==> config.mk <==
export PLATFORM = sky130hd
export DESIGN_NAME = flash_timer_multi
export DESIGN_NICKNAME = d
export VERILOG_FILES = /design/src/rtl/flash_timer_multi.sv
export SDC_FILE = /design/constraint.sdc
export NUM_CORES = 1
export LEC_CHECK = 0
export ABC_AREA = 1
export CORE_ASPECT_RATIO = 0.5
export CORE_MARGIN = 10
export CORE_UTILIZATION = 25
export DETAILED_ROUTE_END_ITERATION = 10
export HOLD_SLACK_MARGIN = 0.15
export PLACE_DENSITY_LB_ADDON = 0.1
export SYNTH_ARGS = -nofsm -noshare
export SYNTH_HDL_FRONTEND = slang
export SYNTH_SLANG_ARGS = --single-unit
==> constraint.sdc <==
create_clock -name CLK_50MHZ -period 1.5 [get_ports CLK_50MHZ]
set_input_delay 0.3 -clock CLK_50MHZ [delete_from_list [all_inputs] [get_ports CLK_50MHZ]]
set_output_delay 0.3 -clock CLK_50MHZ [all_outputs]
set_load 0.01 [all_outputs]
==> src/rtl/flash_timer_multi.sv <==
// -----------------------------------------------------------------------------
// flash_timer_multi
//   Bus-cycle wait generator for a StrataFlash controller. The controller
//   pulses start with a delay select; the block counts the selected number of
//   CLK_50MHZ cycles and returns a one-cycle done pulse. A running delay can be
//   cancelled with abort, in which case no done is produced.
//
//   Optional feature macro: FLASH_TIMER_PERIODIC_EN
//     Adds input 'periodic'. When it is captured high at accept, the timer
//     re-arms itself with the captured delay at every terminal count. This
//     produces a done pulse every D cycles until abort or reset. In this mode
//     done and busy can be high together.
//
// Parameters
//   CNT_W    counter / custom-delay width, bits
//   DLY_RD   sel=0 delay, cycles (read access)
//   DLY_WR   sel=1 delay, cycles (WE# pulse)
//   DLY_PRG  sel=2 delay, cycles (word program); must fit in CNT_W
//
// Ports
//   CLK_50MHZ  in   system clock, rising edge
//   RST_N      in   asynchronous active-low reset
//   start      in   request, sampled only while idle
//   sel        in   0=RD 1=WR 2=PRG 3=custom (dly_in)
//   dly_in     in   custom delay in cycles (sel=3)
//   periodic   in   re-arm at terminal count (FLASH_TIMER_PERIODIC_EN only)
//   abort      in   cancel a running delay; wins over start and terminal count
//   busy       out  high while a delay is running
//   done       out  one-cycle pulse at the end of a delay
//   remaining  out  cycles left including the current one; 0 when idle
// -----------------------------------------------------------------------------
module flash_timer_multi #(
  parameter int CNT_W   = 16,
  parameter int DLY_RD  = 4,
  parameter int DLY_WR  = 5,
  parameter int DLY_PRG = 10000
) (
  input  logic             CLK_50MHZ,
  input  logic             RST_N,
  input  logic             start,
  input  logic [1:0]       sel,
  input  logic [CNT_W-1:0] dly_in,
  input  logic             abort,
`ifdef FLASH_TIMER_PERIODIC_EN
  input  logic             periodic,
`endif
  output logic             busy,
  output logic             done,
  output logic [CNT_W-1:0] remaining
);

  typedef enum logic {
    IDLE = 1'b0,
    RUN  = 1'b1
  } state_t;

  state_t           state_q, state_d;
  logic [CNT_W-1:0] cnt_q, cnt_d;
  logic             busy_q, busy_d;
  logic             done_q, done_d;
  logic [CNT_W-1:0] dly_sel;
  logic [CNT_W-1:0] dly_eff;

`ifdef FLASH_TIMER_PERIODIC_EN
  // Delay and mode are held for reload at each terminal count.
  logic [CNT_W-1:0] dly_cap_q, dly_cap_d;
  logic             per_cap_q, per_cap_d;
`endif

  // Delay lookup; a zero delay is stretched to one cycle so the counter
  // always starts at >= 1 and can never wrap.
  always_comb begin
    // NOTE: every combinational output gets a default first, so no path
    // leaves a variable unassigned and no latch is inferred.
    dly_sel = dly_in;
    case (sel)
      2'd0:    dly_sel = CNT_W'(DLY_RD);
      2'd1:    dly_sel = CNT_W'(DLY_WR);
      2'd2:    dly_sel = CNT_W'(DLY_PRG);
      default: dly_sel = dly_in;
    endcase
    dly_eff = (dly_sel == '0) ? CNT_W'(1) : dly_sel;
  end

  // Next-state and next-output logic.
  always_comb begin
    state_d = state_q;
    cnt_d   = cnt_q;
    busy_d  = busy_q;
    done_d  = 1'b0;
`ifdef FLASH_TIMER_PERIODIC_EN
    dly_cap_d = dly_cap_q;
    per_cap_d = per_cap_q;
`endif
    case (state_q)
      IDLE: begin
        busy_d = 1'b0;
        cnt_d  = '0;
        // abort has priority: a simultaneous start is dropped.
        if (start && !abort) begin
          state_d = RUN;
          cnt_d   = dly_eff;
          busy_d  = 1'b1;
`ifdef FLASH_TIMER_PERIODIC_EN
          dly_cap_d = dly_eff;
          per_cap_d = periodic;
`endif
        end
      end
      RUN: begin
        if (abort) begin
          // abort also beats the terminal count: no done is produced.
          state_d = IDLE;
          cnt_d   = '0;
          busy_d  = 1'b0;
        end else if (cnt_q > CNT_W'(1)) begin
          cnt_d = cnt_q - CNT_W'(1);
        end else begin
          done_d = 1'b1;
`ifdef FLASH_TIMER_PERIODIC_EN
          if (per_cap_q) begin
            cnt_d  = dly_cap_q;
            busy_d = 1'b1;
          end else begin
            state_d = IDLE;
            cnt_d   = '0;
            busy_d  = 1'b0;
          end
`else
          state_d = IDLE;
          cnt_d   = '0;
          busy_d  = 1'b0;
`endif
        end
      end
      default: begin
        state_d = IDLE;
        cnt_d   = '0;
        busy_d  = 1'b0;
      end
    endcase
  end

  always_ff @(posedge CLK_50MHZ or negedge RST_N) begin
    if (!RST_N) begin
      state_q <= IDLE;
      cnt_q   <= '0;
      busy_q  <= 1'b0;
      done_q  <= 1'b0;
`ifdef FLASH_TIMER_PERIODIC_EN
      dly_cap_q <= '0;
      per_cap_q <= 1'b0;
`endif
    end else begin
      // NOTE: non-blocking assignments so every register samples the values
      // from before this edge, independent of statement order.
      state_q <= state_d;
      cnt_q   <= cnt_d;
      busy_q  <= busy_d;
      done_q  <= done_d;
`ifdef FLASH_TIMER_PERIODIC_EN
      dly_cap_q <= dly_cap_d;
      per_cap_q <= per_cap_d;
`endif
    end
  end

  assign busy      = busy_q;
  assign done      = done_q;
  assign remaining = cnt_q;

endmodule

## Word-level counts from Yosys, hierarchy flattened

Index checks and enable logic that the tools add are counted.

- $add $sub $neg: 1
- Magnitude comparators: 1
- Eq/ne operators: 3
- Multiplexer cells: 16
- Bitwise logic cells: 1
- Reduce and logical (&&, ||, !) cells: 4

Operator list:

| operator | count |
|---|---|
| $mux 16 | 4 |
| $pmux 16 s3 | 1 |
| $pmux 16 s2 | 1 |
| $gt 16x1->1 const B | 1 |
| $logic_not 16->1 | 1 |
| $sub 16x1->16 const B | 1 |
| $mux 1 | 8 |
| $pmux 1 s2 | 2 |
| $ne 3x3->1 const B | 1 |
| $eq 2x1->1 const B | 1 |
| $eq 2x2->1 const B | 1 |
| $logic_not 2->1 | 1 |
| $logic_and 1x1->1 | 1 |
| $logic_not 1->1 | 1 |
| $not 1->1 | 1 |

- Register bits: 19
- Input port bits: 22

## Depth between registers and ports, before layout

- Depth after elaboration: 6
- Gate-level depth with buffers: 10

## Least setup slack after synthesis

No wires, ideal clock.

- Path type: register to register
- From: reg cnt_q[0], in the netlist remaining[0]
- To: reg cnt_q[8], in the netlist remaining[8]
- Library setup time: 0.140 ns
- Arrival time: 1.323 ns
- Data required time: 1.360 ns
- Slack: 0.037 ns
- Cell stages (with the launch flop): 9
- Clock period less this slack: 1.463 ns
- Cells stage by stage: dfrtp_1 > inv_1 > ha_1 > o21ai_1 > nor2_1 > nand3_2 > nand2_2 > buf_12 > o22ai_2

- Word-level cells in the longest chain between the ends: 4

Ends and longest elaborated chain:

| element | line | text |
|---|---|---|
| start, declared | 58 | `logic [CNT_W-1:0] cnt_q, cnt_d;` |
| start signal, assigned | 158 | `cnt_q <= cnt_d;` |
| $sub 16x1->16 / $gt 16x1->1 (equally long branches) | 117, 116 |  |
| $mux 16 * | 116 | `end else if (cnt_q > CNT_W'(1)) begin` |
| $mux 16 * | 111 | `if (abort) begin` |
| $pmux 16 s2 * | 95 | `case (state_q)` |
| net cnt_d[8] | 58 |  |

Mark *: on every way through the listed nets, which the timed path passes. The rest lies on a longest branch.
A chain may end at the register's enable or synchronous reset.

## Final worst setup path

- From: reg cnt_q[0], in the netlist remaining[0]
- To: out remaining[0]

RTL lines:

| element | line | text |
|---|---|---|
| end, declared | 49 | `output logic [CNT_W-1:0] remaining` |

No word-level cell between the ends.

==> results.py <==
metrics = {
    "critical_path": {
        "critical_path_class": "reg -> out",
        "startpoint": "remaining[0]",
        "crit_path_start_kind": "flop",
        "arrival_ns": 1.20,
        "cp-end-kind": "output port",
        "reg2reg_from": "remaining[0]",
        "worstPathMaxFanout": 3,
        "cp.required_ns": 1.20,
    },
    "placed_design": {
        "post_dp_cell_area_mm2": 0.00196,
        "routabilityCongestion": 0.824,
        "preCtsSetupSlack_ns": -0.171,
        "dp_hpwl_um": 3440,
        "dpl.cell_count": 296,
        "io_buffers": 39,
    },
    "die": {
        "io_pins": 40,
        "die_y_um": 71.4,
        "floorplan.initialDensity_pct": 26.3,
        "core_mm2": 0.00502,
        "die_w_um": 123,
        "dieArea_mm2": 0.00876,
        "rows": 18,
    },
    "power": {
        "switching_power_mw": 1.65,
        "max-vdd-ir-drop_mv": 0.609,
        "power.density_mw_per_mm2": 1700,
        "clockPowerShare_pct": 10.0,
        "comb_power_share_pct": 69.7,
        "leakage_nw": 1.19,
        "switching_share_pct": 44.0,
        "p_seq_share_pct": 20.4,
        "p_int_mw": 2.10,
    },
    "timing": {
        "fin_crit_ns": 1.50,
        "slew_headroom_pct": 79.6,
        "setup_total_negative_slack_ns": 0,
        "rsz0062_at_grt": "yes",
        "max_freq_mhz": 668,
        "hold_slack_ns": 0.378,
        "setup_viol": 0,
        "skew_ns": 0.00573,
        "drv_slew": 0,
        "post-route-period-util_pct": 99.8,
        "setup_ws_ns": 0.00362,
        "finalHoldViolations": 0,
        "tightestPinTransition_ns": 0.303,
    },
    "clock_network": {
        "cts_htree_levels": 1,
        "clk_pin_slew_ns": 0.07,
        "cts_sinks": 19,
        "cts_made_buffers": 3,
        "clockBufferDepth": 2,
        "cts_tree": "yes",
        "cts-root-buf": "clkbuf_8",
        "clock_latency_ns": 0.26,
        "hold_buffers": 0,
    },
    "synth": {
        "synth.distinct_cells": 29,
        "synth_area_leaders": "dfrtp_1 36%, nand2_1 9.7%, nand3_1 8.3%",
        "yosys.area.top_type": "dfrtp_1",
        "synthesis.nets": 188,
        "avgSynthCellArea_um2": 8.04,
        "ys_ff_latch": 19,
        "seq_area_frac_synth_pct": 36.1,
        "synth_edf_count": 0,
        "syn-cell-area_mm2": 0.00132,
        "synthTopCellsByCount": "34 x nand2_1, 22 x nand3_1, 19 x dfrtp_1, 16 x nor2_1, 11 x inv_1",
        "ys_warn_count": 0,
        "synth_top_cell_area_share_pct": 36.1,
        "async_reset_ff_share_pct": 100,
        "netlist_instances": 164,
        "synth_most_common_cell": "nand2_1",
        "synthFlopType": "dfrtp_1",
    },
    "routing": {
        "met2_length_um": 2000,
        "wl_um": 4340,
        "vias_per_cell": 4.27,
        "wl_met1_um": 2110,
        "first_iter_violations": 41,
        "wl_per_cell_um": 13.8,
        "highest_layer": "met4",
        "vias": 1342,
        "drc": 0,
        "met3_length_um": 202,
        "ant_nets": 0,
        "drt_first_pass_iters": 4,
    },
    "cells_and_area": {
        "finalNonFillerCells": 314,
        "final_nets": 269,
        "design_area_mm2": 0.00220,
        "drive_above_1_share_pct": 38.5,
        "syn2layout_area_growth_pct": 67.0,
        "diodes": 0,
        "final-seq-area_um2": 479,
        "fillers": 532,
        "multiInputGateArea_um2": 818,
    },
    "outcome": {
        "status": "finished clean",
    },
    "hold_path": {
        "hold_class": "in -> async",
    },
    "global_routing": {
        "grt_pass1_wl_um": 6800,
        "overflow": 0,
        "grt_pass1_vias": 1350,
        "grtUsageTotal_pct": 9.84,
        "antenna_found_initial": 0,
        "grt_max_degree": 20,
    },
    "run": {
        "cap_violations": 0,
    },
}
[power groups by stage]
| stage | combinational [mW] | sequential, mW | clock (mW) |
|---|---|---|---|
| 2_1_floorplan | 1.38 | 0.832 | 0 |
| 3_3_place_gp | 2.20 | 0.799 | 0 |
| 3_5_place_dp | 2.21 | 0.797 | 0 |
| 4_1_cts | 2.35 | 0.757 | 0.398 |
| 5_1_grt | 2.86 | 0.784 | 0.416 |
| 6_report | 2.61 | 0.763 | 0.375 |
[cell usage in the layout, fill, tap and decap left out, types with 2 or more instances in the layout]
cell type and instances:
dfrtp_1 16, nor2_4 8, nand2_2 4, nand2_4 4, o21ai_1 6, nor2_1 10
o21ai_0 4, nor2_2 6, nand2_1 32, clkdlybuf4s50_1 24, xnor2_1 4, dlymetal6s2s_1 5
xor2_1 5, dfrtp_2 3, dlygate4sd2_1 9, o22ai_2 6, o21ai_2 4, buf_4 40
nand3_1 21, clkbuf_8 3, nand3_2 2, inv_2 6, inv_1 9
[final timing paths]
path	endpoint	slack (ns)	cells after the start
max in group asynchronous	remaining[6]	0.88	2
worst max-delay path	remaining[0]	0.004	4
worst max register to register	remaining[8]	0.08	8
worst min-delay path	remaining[3]	0.38	2
min in group CLK_50MHZ	busy	0.48	2
worst min register to register	busy	0.48	2
[critical path: stages, from the launching register on]
cell and delay [ns]:
dfrtp_1 0.42, buf_4 0.15, buf_4 0.12, buf_4 0.12
buf_4 0.13
[flip-flops by register name, summed over array words and instances, names as in the netlist]
signal     cells
remaining     16
busy           1
done           1
state_q        1
[cell families (layout without fill, tap and decap cells)]
kind of cell             count (synthesis)  count (layout)  share of synthesized area [%]
buffers and inverters                   20             100                           7.31
flip-flops                              19              19                           36.1
AO/OA/AOI/OAI                           23              23                           13.7
AND/OR/NAND/NOR                         91              91                           35.1
XOR/XNOR                                 9               9                           5.98
adder cells (fa/ha/maj)                  2               2                           1.90
[cell type report]
type | instances | area share (%)
Clock inverter | 1 | 0.227
Clock buffer | 3 | 1.88
Timing Repair Buffer | 80 | 32.2
Multi-Input combinational cell | 125 | 37.2
Tap cell | 70 | 3.98
Sequential cell | 19 | 21.8
Inverter | 16 | 2.84
[routing by layer]
layer  up-vias  global-route usage (%)
li1        700                       -
met1       622                    12.7
met2        18                    16.1
met3         2                    2.74
met4         0                    1.95
met5         -                       0
[repair_timing]
action,in CTS,in global routing
gates resized for setup,22,22
endpoints found under the setup margin,33,24
setup buffers,8,6
pin swaps,3,9
[stage by stage]
step | utilization [%] | total power, mW
6_report | 43.8 | 3.75
5_1_grt | 43.8 | 4.06
4_1_cts | 41.6 | 3.50
3_5_place_dp | 39.1 | 3.00
3_3_place_gp | 39.1 | 3.00
2_1_floorplan | - | 2.21
Note: power is estimated with default switching activity, not from simulation.
